===== src/rtl/msp430_bb_ext_arbiter.sv =====
`default_nettype none
// +--------------------------------------------------------------------------+
// | Module      : msp430_bb_ext_arbiter                                      |
// | Description : Round-robin arbiter/sequencer sharing one external         |
// |               Blackbone memory port among NODES tile request channels.   |
// |               Serialises accesses, pulses a one-hot per-requester ack    |
// |               and returns read data after READ_LATENCY cycles.           |
// | Ports       : clk, rst          - clock, synchronous active-high reset   |
// |               req_en/we/addr/din_i - per-requester request channels      |
// |               req_ack_o         - one-hot completion pulse               |
// |               req_dout_o        - shared read data (valid with ack)      |
// |               mem_en/we/addr/din_o, mem_dout_i - external memory port    |
// |               busy_o            - high whenever not IDLE                 |
// |               grant_id_o        - index of current/most recent grant     |
// | Options     : MSP430_BB_ARB_PRIO0_EN - requester 0 gets fixed top        |
// |               priority; the others round-robin among themselves.         |
// | Revision    : 1.0 - initial release                                      |
// +--------------------------------------------------------------------------+
module msp430_bb_ext_arbiter #(
  parameter int AW           = 32,
  parameter int DW           = 32,
  parameter int NODES        = 8,
  parameter int READ_LATENCY = 1
) (
  input  logic                     clk,
  input  logic                     rst,
  input  logic [NODES-1:0]         req_en_i,
  input  logic [NODES-1:0]         req_we_i,
  input  logic [NODES*AW-1:0]      req_addr_i,
  input  logic [NODES*DW-1:0]      req_din_i,
  output logic [NODES-1:0]         req_ack_o,
  output logic [DW-1:0]            req_dout_o,
  output logic                     mem_en_o,
  output logic                     mem_we_o,
  output logic [AW-1:0]            mem_addr_o,
  output logic [DW-1:0]            mem_din_o,
  input  logic [DW-1:0]            mem_dout_i,
  output logic                     busy_o,
  output logic [$clog2(NODES)-1:0] grant_id_o
);

  localparam int IW = $clog2(NODES);
  localparam int WW = (READ_LATENCY > 1) ? $clog2(READ_LATENCY) : 1;

  typedef enum logic [1:0] {
    ST_IDLE  = 2'd0,
    ST_ISSUE = 2'd1,
    ST_WAIT  = 2'd2,
    ST_ACK   = 2'd3
  } state_t;

  state_t           state_q;
  logic [IW-1:0]    last_grant_q;
  logic [IW-1:0]    grant_id_q;
  logic [WW-1:0]    wait_cnt_q;
  logic             mem_en_q;
  logic             mem_we_q;
  logic [AW-1:0]    mem_addr_q;
  logic [DW-1:0]    mem_din_q;
  logic [NODES-1:0] req_ack_q;
  logic [DW-1:0]    req_dout_q;
  logic             busy_q;

  logic [NODES-1:0] w_rr_req;
  logic [IW-1:0]    w_cand;
  logic [IW-1:0]    w_rr_idx;
  logic [IW-1:0]    w_win_idx;
  logic             w_upd_last;
  logic             w_any;

  // Round-robin search starting at last_grant+1. Candidates are visited
  // from the farthest to the nearest, so the nearest requesting one is the
  // last assignment and wins without needing a "found" flag.
  always_comb begin
    w_rr_req = req_en_i;
`ifdef MSP430_BB_ARB_PRIO0_EN
    w_rr_req[0] = 1'b0;
`endif
    w_rr_idx = '0;
    w_cand   = '0;
    for (int k = NODES; k >= 1; k--) begin
      w_cand = IW'((int'(last_grant_q) + k) % NODES);
      if (w_rr_req[w_cand]) begin
        w_rr_idx = w_cand;
      end
    end
`ifdef MSP430_BB_ARB_PRIO0_EN
    // Requester 0 pre-empts the rotation and does not move the pointer.
    w_win_idx  = req_en_i[0] ? '0 : w_rr_idx;
    w_upd_last = ~req_en_i[0];
`else
    w_win_idx  = w_rr_idx;
    w_upd_last = 1'b1;
`endif
    w_any = |req_en_i;
  end

  always_ff @(posedge clk) begin
    if (rst) begin
      state_q      <= ST_IDLE;
      last_grant_q <= IW'(NODES - 1);
      grant_id_q   <= '0;
      wait_cnt_q   <= '0;
      mem_en_q     <= 1'b0;
      mem_we_q     <= 1'b0;
      mem_addr_q   <= '0;
      mem_din_q    <= '0;
      req_ack_q    <= '0;
      req_dout_q   <= '0;
      busy_q       <= 1'b0;
    end else begin
      // Pulsed outputs default low; they are set only on the transition
      // into the state in which they must be visible.
      mem_en_q  <= 1'b0;
      req_ack_q <= '0;
      case (state_q)
        ST_IDLE: begin
          if (w_any) begin
            grant_id_q <= w_win_idx;
            if (w_upd_last) begin
              last_grant_q <= w_win_idx;
            end
            mem_we_q   <= req_we_i[w_win_idx];
            mem_addr_q <= req_addr_i[int'(w_win_idx)*AW +: AW];
            mem_din_q  <= req_din_i[int'(w_win_idx)*DW +: DW];
            mem_en_q   <= 1'b1;
            busy_q     <= 1'b1;
            state_q    <= ST_ISSUE;
          end
        end
        ST_ISSUE: begin
          if (mem_we_q) begin
            req_ack_q[grant_id_q] <= 1'b1;
            state_q               <= ST_ACK;
          end else begin
            wait_cnt_q <= WW'(READ_LATENCY - 1);
            state_q    <= ST_WAIT;
          end
        end
        ST_WAIT: begin
          if (wait_cnt_q == '0) begin
            req_dout_q            <= mem_dout_i;
            req_ack_q[grant_id_q] <= 1'b1;
            state_q               <= ST_ACK;
          end else begin
            wait_cnt_q <= wait_cnt_q - 1'b1;
          end
        end
        ST_ACK: begin
          busy_q  <= 1'b0;
          state_q <= ST_IDLE;
        end
        default: begin
          busy_q  <= 1'b0;
          state_q <= ST_IDLE;
        end
      endcase
    end
  end

  assign req_ack_o  = req_ack_q;
  assign req_dout_o = req_dout_q;
  assign mem_en_o   = mem_en_q;
  assign mem_we_o   = mem_we_q;
  assign mem_addr_o = mem_addr_q;
  assign mem_din_o  = mem_din_q;
  assign busy_o     = busy_q;
  assign grant_id_o = grant_id_q;

endmodule
`default_nettype wire


===== config.mk =====
export PLATFORM = sky130hd
export DESIGN_NAME = msp430_bb_ext_arbiter
export DESIGN_NICKNAME = d
export VERILOG_FILES = /design/src/rtl/msp430_bb_ext_arbiter.sv
export SDC_FILE = /design/constraint.sdc
export NUM_CORES = 1
export LEC_CHECK = 0
export CORE_AREA = 8 8 252 254
export CTS_CLUSTER_DIAMETER = 100
export DETAILED_ROUTE_END_ITERATION = 12
export DIE_AREA = 0 0 260 262
export GPL_TIMING_DRIVEN = 0
export SLEW_MARGIN = 40
export SYNTH_ARGS = -nofsm -noshare
export SYNTH_HDL_FRONTEND = slang
export SYNTH_SLANG_ARGS = --single-unit

===== constraint.sdc =====
create_clock -name clk -period 4.6 [get_ports clk]
set_clock_uncertainty 0.1 [all_clocks]
set_input_delay 0.46 -clock clk [delete_from_list [all_inputs] [get_ports clk]]
set_output_delay 0.46 -clock clk [all_outputs]
set_load 0.05 [all_outputs]

* Word level (Yosys, flattened, before mapping)
Cells that the tools add are included.
** Word-level totals
- Bits in registers :: 116
- Bits of input ports :: 562
** Operators by class
- Order comparisons :: 11
- Mux-type cells :: 41
- Bitwise gates (word level) :: 2
- Reductions and logical operators :: 11
- Shift-type cells :: 2
- Equal/unequal tests :: 6
- Add/subtract/negate cells :: 9
** Operator list (number)
- 256-bit by 9-bit indexed part select with 32-bit output :: 2
- 3-bit by 4-bit less-than comparator with 1-bit output (second input constant) :: 10
- 1-bit binary-select mux with 3-bit select :: 9
- 3-bit 2-to-1 mux :: 8
- 8-bit 2-to-1 mux :: 2
- 8-bit case mux with 2 select lines :: 1
- 1-bit 2-to-1 mux :: 15
- 3-bit adder (second input constant) :: 4
- 2-bit AND reduction :: 5
- 2-bit case mux with 4 select lines :: 1
- 8-bit OR reduction :: 1
- 3-bit by 1-bit adder with 3-bit output (second input constant) :: 2
- 3-bit by 2-bit adder with 3-bit output (second input constant) :: 2
- 2-bit inequality test (second input constant) :: 3
- 2-bit equality test (second input constant) :: 2
- 2-bit 2-to-1 mux :: 2
- 1-bit case mux with 2 select lines :: 2
- 2-bit nonzero test :: 2
- 1-bit demux with 3-bit select :: 1
- 3-bit by 1-bit greater-or-equal comparator with 1-bit output (second input constant) :: 1
- 2-bit by 1-bit equality test with 1-bit output (second input constant) :: 1
- 2-bit zero test :: 1
- 1-bit inverter :: 2
- 2-bit OR reduction :: 1
- 2 further kinds :: 2

* Logic depth before layout (Yosys ltp)
Gate-level depths: netlist (run 1).
- Word-level depth :: 13
- Mapped depth :: 16
- Mapped depth without buffers :: 10

* Least setup slack after synthesis (run 1)
Ideal clock, no wire load.
- Path type :: register -> register
- From :: register last_grant_q[1]
- To :: register mem_addr_q[19], in the netlist mem_addr_o[19]
- Stages on the path, launching flop included :: 15
- Setup slack :: 945 ps
- Path buffers :: 4
- Period minus slack after synthesis :: 3655 ps
- Data arrival time :: 3435 ps
- Cells stage by stage :: dfxtp_1 > buf_2 > clkinv_1 > ha_1 > buf_6 > mux4_2 > a221o_1 > o21ai_1 > a2bb2o_1 > a311oi_2 > nor2_2 > buf_2 > buf_1 > a221oi_1 > o31a_1
** Between the ends
- Cells in the longest elaborated chain, start to end :: 12
- Elaborated cells between the ends (all ways) :: 33
- Those cells by class :: 8 x add/sub; 1 x shift; 24 x mux
** Ends and longest elaborated chain
- start: declaration :: line 53 : logic [IW-1:0] last_grant_q;
- start signal: assignment :: line 101 : last_grant_q <= IW'(NODES - 1);
- start signal: assignment :: line 121 : last_grant_q <= w_win_idx;
- 3-bit by 1-bit adder with 3-bit output :: line 82 : w_cand = IW'((int'(last_grant_q) + k) % NODES);
- 1-bit binary-select mux with 3-bit select :: line 83 : if (w_rr_req[w_cand]) begin
- 1-bit 2-to-1 mux (not written as such) :: line 83
- 3-bit 2-to-1 mux (7 in series) :: line 83
- 3-bit 2-to-1 mux * :: line 83
- 256-bit by 9-bit indexed part select with 32-bit output * :: line 124 : mem_addr_q <= req_addr_i[int'(w_win_idx)*AW +: AW];
- end signal: assignment :: line 124
- end: declaration :: line 58 : logic [AW-1:0] mem_addr_q;
Every way passes the cells marked *; elsewhere a longest branch is shown, timed or not. The select of a mux whose other input is x is not followed.
A chain may end at the register's enable or synchronous reset.

* Worst setup path after layout (run 1)
- From :: register last_grant_q[0]
- To :: register mem_din_q[30], in the netlist mem_din_o[30]
** Between the ends
- Cells in the longest elaborated chain, start to end :: 12
- Elaborated cells between the ends (all ways) :: 33
- Those cells by class :: 8 x add/sub; 1 x shift; 24 x mux
** Ends and longest elaborated chain
- 3-bit by 1-bit adder with 3-bit output :: line 82
- 1-bit binary-select mux with 3-bit select :: line 83
- 1-bit 2-to-1 mux (not written as such) :: line 83
- 3-bit 2-to-1 mux (7 in series) :: line 83
- 3-bit 2-to-1 mux * :: line 83
- 256-bit by 9-bit indexed part select with 32-bit output * :: line 125 : mem_din_q <= req_din_i[int'(w_win_idx)*DW +: DW];
- end signal: assignment :: line 125
- end: declaration :: line 59 : logic [DW-1:0] mem_din_q;
Marks and branches as above.

==> results.toml, run 1 <==
[timing]
fmax_ghz = 0.224
period_share = 0.969
setup_ws_ns = 0.144
hold_slack_ns = 0.396
worstMarginPinSlew_ns = 0.784
relSlewSlack = 0.477
period_needed_ns = 4.46
hold_viol = 0
final_max_slew_viol_count = 0
setup_violations = 0
fin_setup_tns_ns = 0

[cts]
cts_tree = "done"
cts.sinks = 115
htreeDepth = 4
cts_max_path_buffers = 2
clock_latency_ns = 0.47
clk_pin_slew_worst_paths_ns = 0.06
cts_buffers = 17
root_buffer = "clkbuf_16"

[global_route]
grt_max_degree = 17
grt_pass1_wl_mm = 93.4
grt_overflow = 0
antenna_found_initial = 6
track_usage = 0.188
grt_pass1_vias = 13600

[finish]
design_area_um2 = 18700
layout-drive-gt1-share = 0.121
seq_area_um2 = 2300
area_delta_synth_final_pct = 81.3
fillers = 6234
multi_input_area_um2 = 7330
finish.net_count = 2441

[logic_synthesis]
async_reset_ff_frac = 0
postSynthAreaPerCell_um2 = 8.72
ys_ff_latch = 115
seq_area_frac_synth = 0.223
yosys.cell_count.top_type = "nor2_1"
synthTopCellsByArea = "dfxtp_1 (22%), mux2i_1 (10%), o221a_1 (7.0%)"
synth_edf_count = 0
ys_warn_count = 0
ys_top_cells_by_count = "nor2_1 (179), dfxtp_1 (115), mux2i_1 (108), clkbuf_1 (86), nand2_1 (80)"
synth_area_leader_cell = "dfxtp_1"
ys_types = 63
syn_inst = 1185
synth_flop_cell = "dfxtp_1"
synth.cell_area_um2 = 10300
syn-num-nets = 1754
yosys.area.top_type_share = 0.223

[drt]
ant_nets = 0
avgRoutedWirePerCell_um = 25.6
dr_total_vias = 12830
wirelength_mm = 68.5
vias_per_cell = 4.80
drtIter0Drc = 878
dr.pass1.iters = 6
drcViolationCount = 0

[critical_path]
cp.arrival_ns = 4.71
worstReg2RegStart = "last_grant_q[0]$_SDFFE_PP1P_"
cp-start-kind = "flop"
endpoint_kind = "flop"
setup.worst_path.class = "reg -> reg"
path_max_fanout = 10
worstPathRequired_ns = 4.85
startpoint = "last_grant_q[0]$_SDFFE_PP1P_"

[placement]
hpwl_mm = 56.8
globalplace.congestion = 0.910
pre_cts_slack_ns = -0.417
dpl-instance-area_um2 = 18000
port_buffers = 668

[min_path]
min_path_type = "reg -> reg"
holdCritStartpoint = "grant_id_o[0]$_SDFFE_PP0P_"

[die]
initial_core_util = 0.173
die_h_um = 262
io-pin-count = 672
fp-row-count = 90
core_um2 = 59600
die_x_um = 260
die-area_um2 = 68100

[pwr]
seqPwrFrac = 0.081
switchingPower_uw = 10500
ir_drop_mv = 0.627
intPower_uw = 8480
p_leak_uw = 0.00704
p_comb_frac = 0.845
power.share.clock = 0.075
p_per_area_nw_per_um2 = 1020
switching_share = 0.554

[status]
outcome = "finished clean"

[job]
cap_violations = 0
==> layout make-up <==
type / instances / share of cell area
multi-input combinational: 920 / 0.392
timing repair buffer: 671 / 0.359
sequential: 115 / 0.123
tap: 782 / 0.0522
buffer: 137 / 0.0395
clock buffer: 17 / 0.0227
clock inverter: 15 / 0.00915
inverter: 10 / 0.00207
antenna: 7 / 0.000935
==> worst max-delay path, stage by stage, from the launching register on <==
cell and delay, ns:
dfxtp_1 0.36, buf_6 0.16, buf_6 0.16, inv_2 0.11, ha_1 0.42, buf_6 0.18, mux4_2 0.38, mux2i_2 0.24
nand2_1 0.11, nand4b_2 0.26, nand3_4 0.19, buf_4 0.15, clkbuf_1 0.51, mux2_2 0.46, o221a_1 0.28, o31a_1 0.24
==> what timing repair did <==
action	4_1_cts	5_1_grt
resized for setup	10	27
setup endpoints to repair	63	55
pin swaps	0	1
hold buffers	0	0
buffers inserted	0	3
==> sequential cells by signal, summed over array words and instances, names as in the netlist <==
name and cells:
state_q 2, busy_o 1, mem_en_o 1, req_ack_o 8, grant_id_o 3, mem_we_o 1, mem_din_o 32, req_dout_o 32
mem_addr_o 32, last_grant_q 3
==> cell families after synthesis <==
logic type               count (synthesis)  share of synthesized area
flip-flops                             115                      0.223
multiplexers                           194                      0.215
buffers and inverters                  150                     0.0728
adder cells (fa/ha/maj)                  7                    0.00848
XOR/XNOR                                 3                    0.00327
AND/OR/NAND/NOR                        356                      0.153
AO/OA/AOI/OAI                          360                      0.325
==> power groups by stage <==
stage / combinational, µW / sequential (µW) / clock (µW)
2_1_floorplan: 9390 / 2490 / 0
3_3_place_gp: 15800 / 1530 / 0
3_5_place_dp: 15900 / 1550 / 0
4_1_cts: 16000 / 1530 / 1480
5_1_grt: 17100 / 1560 / 1520
6_report: 16100 / 1530 / 1420
==> worst paths after layout <==
check                                to  slack (ns)  depth (start not counted)
max          mem_din_o[30]$_SDFFE_PP0P_        0.14                         15
min          grant_id_o[0]$_SDFFE_PP0P_        0.40                          2
max reg2reg  mem_din_o[30]$_SDFFE_PP0P_        0.14                         15
min reg2reg  grant_id_o[0]$_SDFFE_PP0P_        0.40                          2
==> stage by stage <==
stage	instances	utilization	total power, µW
finish	2674	0.314	19000
global route	2667	0.314	20200
CTS	2667	0.313	19000
detailed placement	2635	0.302	17500
global placement	2635	0.302	17300
floorplan	1185	-	11900
==> per-layer routing <==
layer  track usage  wire (µm)  vias up
li1              -          -     5925
met1         0.213      26700     6156
met2         0.333      34300      647
met3        0.0581       5440       96
met4        0.0637       2000        6
met5             0         35        -
==> cell usage in the layout, fill, tap and decap left out, types with 5 or more instances in the layout <==
cell type,count
mux4_2,12
a22o_1,64
buf_6,20
mux2_1,6
nor2_1,179
mux2_2,61
nand3_1,6
o221a_1,64
dfxtp_1,115
nand2b_1,6
o21ai_0,5
ha_1,7
clkbuf_1,63
buf_2,24
a221oi_2,32
mux2i_1,104
inv_6,6
a221oi_1,34
o31a_1,64
nor3_1,6
diode_2,7
buf_1,5
nand2_1,79
a21oi_1,8
clkbuf_2,22
clkdlybuf4s50_1,668
clkbuf_16,17
mux2_4,5
a22oi_1,65
and2_1,67
inv_1,8
No activity file was read; power rests on OpenSTA's default activity.
==> run 2, diff against run 1 <==
--- a/config.mk
+++ b/config.mk
@@ -6,7 +6,6 @@
 export NUM_CORES = 1
 export LEC_CHECK = 0
 export CORE_AREA = 8 8 252 254
-export CTS_CLUSTER_DIAMETER = 100
 export DETAILED_ROUTE_END_ITERATION = 12
 export DIE_AREA = 0 0 260 262
 export GPL_TIMING_DRIVEN = 0
==> results of run 2 <==
No change in the layout: final DEF, timing and power equal those of run 1.
==> run 3, diff against run 2 <==
==> constraint.sdc (replaced) <==
create_clock -name clk -period 4.39 [get_ports clk]
set_clock_uncertainty 0.1 [all_clocks]
set_input_delay 0.439 -clock clk [delete_from_list [all_inputs] [get_ports clk]]
set_output_delay 0.439 -clock clk [all_outputs]
set_load 0.05 [all_outputs]
==> run 3 against run 2 <==
Die area unchanged. First-iteration DRC count down 9.3%. Global-route usage about the same. Final cell count about the same. Clock power up 5%. Critical path type unchanged. Power up 6.0%. Largest power group unchanged. Combinational power up 6%. Highest routed layer unchanged. Critical endpoint is now mem_addr_o[29]$_SDFFE_PP0P_. Critical path depth unchanged. Core utilization up 0.17 points. Sequential cell count unchanged.
==> results.toml, run 3 (synthesized netlist as in run 1, its figures left out) <==
[die]
initial_core_util = 0.173
core_um2 = 59600
fp-row-count = 90
die_h_um = 262
die-area_um2 = 68100
die_x_um = 260
io-pin-count = 672

[finish]
area_delta_synth_final_pct = 82.3
design_area_um2 = 18800
fillers = 6231
fin_util = 0.316
mostFrequentLayoutCells = "clkdlybuf4s50_1 (668), nor2_1 (179), dfxtp_1 (115), mux2i_1 (99), nand2_1 (79)"
finish.net_count = 2441
layout-drive-gt1-share = 0.131
mostFrequentLayoutCell = "clkdlybuf4s50_1"

[min_path]
min_path_type = "reg -> reg"
holdCritStartpoint = "req_dout_o[0]$_SDFFE_PP0P_"
min_path_cells = 2

[status]
outcome = "finished clean"

[cts]
cts.sinks = 115
cts_buffers = 17
clk_pin_slew_worst_paths_ns = 0.06
root_buffer = "clkbuf_16"
cts_tree = "done"
htreeDepth = 4
cts_max_path_buffers = 2
clock_latency_ns = 0.48

[global_route]
grt_overflow = 0
grt_max_degree = 20
grt_pass1_vias = 13617
grt_pass1_wl_mm = 93.3
track_usage = 0.188
antenna_found_initial = 6

[drt]
wirelength_mm = 68.5
ant_nets = 0
drtIter0Drc = 796
dr.pass1.iters = 6
avgRoutedWirePerCell_um = 25.6
drcViolationCount = 0
dr_total_vias = 12900
vias_per_cell = 4.83

[pwr]
p_leak_uw = 0.00707
intPower_uw = 9070
seqPwrFrac = 0.080
p_comb_frac = 0.847
ir_drop_mv = 0.658
power.share.clock = 0.074
p_per_area_nw_per_um2 = 1070
switchingPower_uw = 11100
switching_share = 0.550
total_power_uw = 20200

[placement]
dpl-instance-area_um2 = 18000
hpwl_mm = 56.8
port_buffers = 668
globalplace.congestion = 0.910

[timing]
rsz0062_at_grt = "true"
fin_setup_tns_ns = 0
period_share = 0.959
period_needed_ns = 4.21
worstMarginPinSlew_ns = 0.779
final_max_slew_viol_count = 0
fmax_ghz = 0.237
setup_violations = 0
hold_slack_ns = 0.397
hold_viol = 0
relSlewSlack = 0.481

[critical_path]
cp-start-kind = "flop"
setup.worst_path.class = "reg -> reg"
endpoint_kind = "flop"
startpoint = "last_grant_q[0]$_SDFFE_PP1P_"
worstPathRequired_ns = 4.66
cp.arrival_ns = 4.48
worstRegToRegCells = 15
path_max_fanout = 11
worstReg2RegStart = "last_grant_q[0]$_SDFFE_PP1P_"

[job]
cap_violations = 0
run 3: final timing paths:
check | slack (ns) | endpoint
hold / removal | 0.40 | req_dout_o[0]$_SDFFE_PP0P_
setup reg to reg | 0.18 | mem_addr_o[29]$_SDFFE_PP0P_
setup / recovery | 0.18 | mem_addr_o[29]$_SDFFE_PP0P_
hold reg to reg | 0.40 | req_dout_o[0]$_SDFFE_PP0P_
run 3: stage by stage:
step / worst slack, ns / cells
after floorplan: 0.735 / 1185
after global placement: -0.591 / 2635
after detailed placement: -0.627 / 2635
after CTS: 0.000417 / 2666
after global routing: -0.0232 / 2667
final: 0.178 / 2672
run 3: layout make-up:
type	count	area, µm²	area share
Multi-Input combinational cell	920	7380	0.392
Timing Repair Buffer	673	6740	0.358
Sequential cell	115	2300	0.122
Tap cell	782	978	0.0520
Buffer	135	783	0.0416
Clock buffer	17	425	0.0226
Clock inverter	15	171	0.00910
Inverter	10	38.8	0.00206
Antenna cell	5	12.5	0.000664
run 3: per-layer routing:
metal | GRT usage | routed length [µm] | up-vias
met5 | 0 | 35 | -
met4 | 0.0670 | 1940 | 6
met3 | 0.0582 | 5540 | 105
met2 | 0.332 | 34400 | 666
met1 | 0.212 | 26600 | 6198
li1 | - | - | 5925
run 3: worst max-delay path, stage by stage, from the launching register on:
cell and delay (ns):
dfxtp_1 0.36, buf_6 0.16, buf_6 0.16, inv_2 0.11, ha_2 0.40, buf_6 0.17, mux4_2 0.38, mux2i_2 0.23
a2bb2oi_1 0.20, o21a_1 0.21, nand3_4 0.19, buf_12 0.21, buf_12 0.17, mux2_4 0.31, o221a_1 0.38, o31a_1 0.29
run 3: repair_timing:
item                                    in CTS  in global routing
buffers inserted                             3                  2
cloned                                       0                  0
resized for setup                           28                 48
hold buffers                                 0                  0
endpoints found under the setup margin      65                 65
pin swaps                                    1                  1
run 3: power groups by stage:
stage,clock [µW],sequential (µW),combinational [µW]
after floorplan,0,2610,9840
after global placement,0,1610,16500
after detailed placement,0,1620,16700
after CTS,1550,1600,17000
after global routing,1590,1640,18200
final,1490,1610,17100
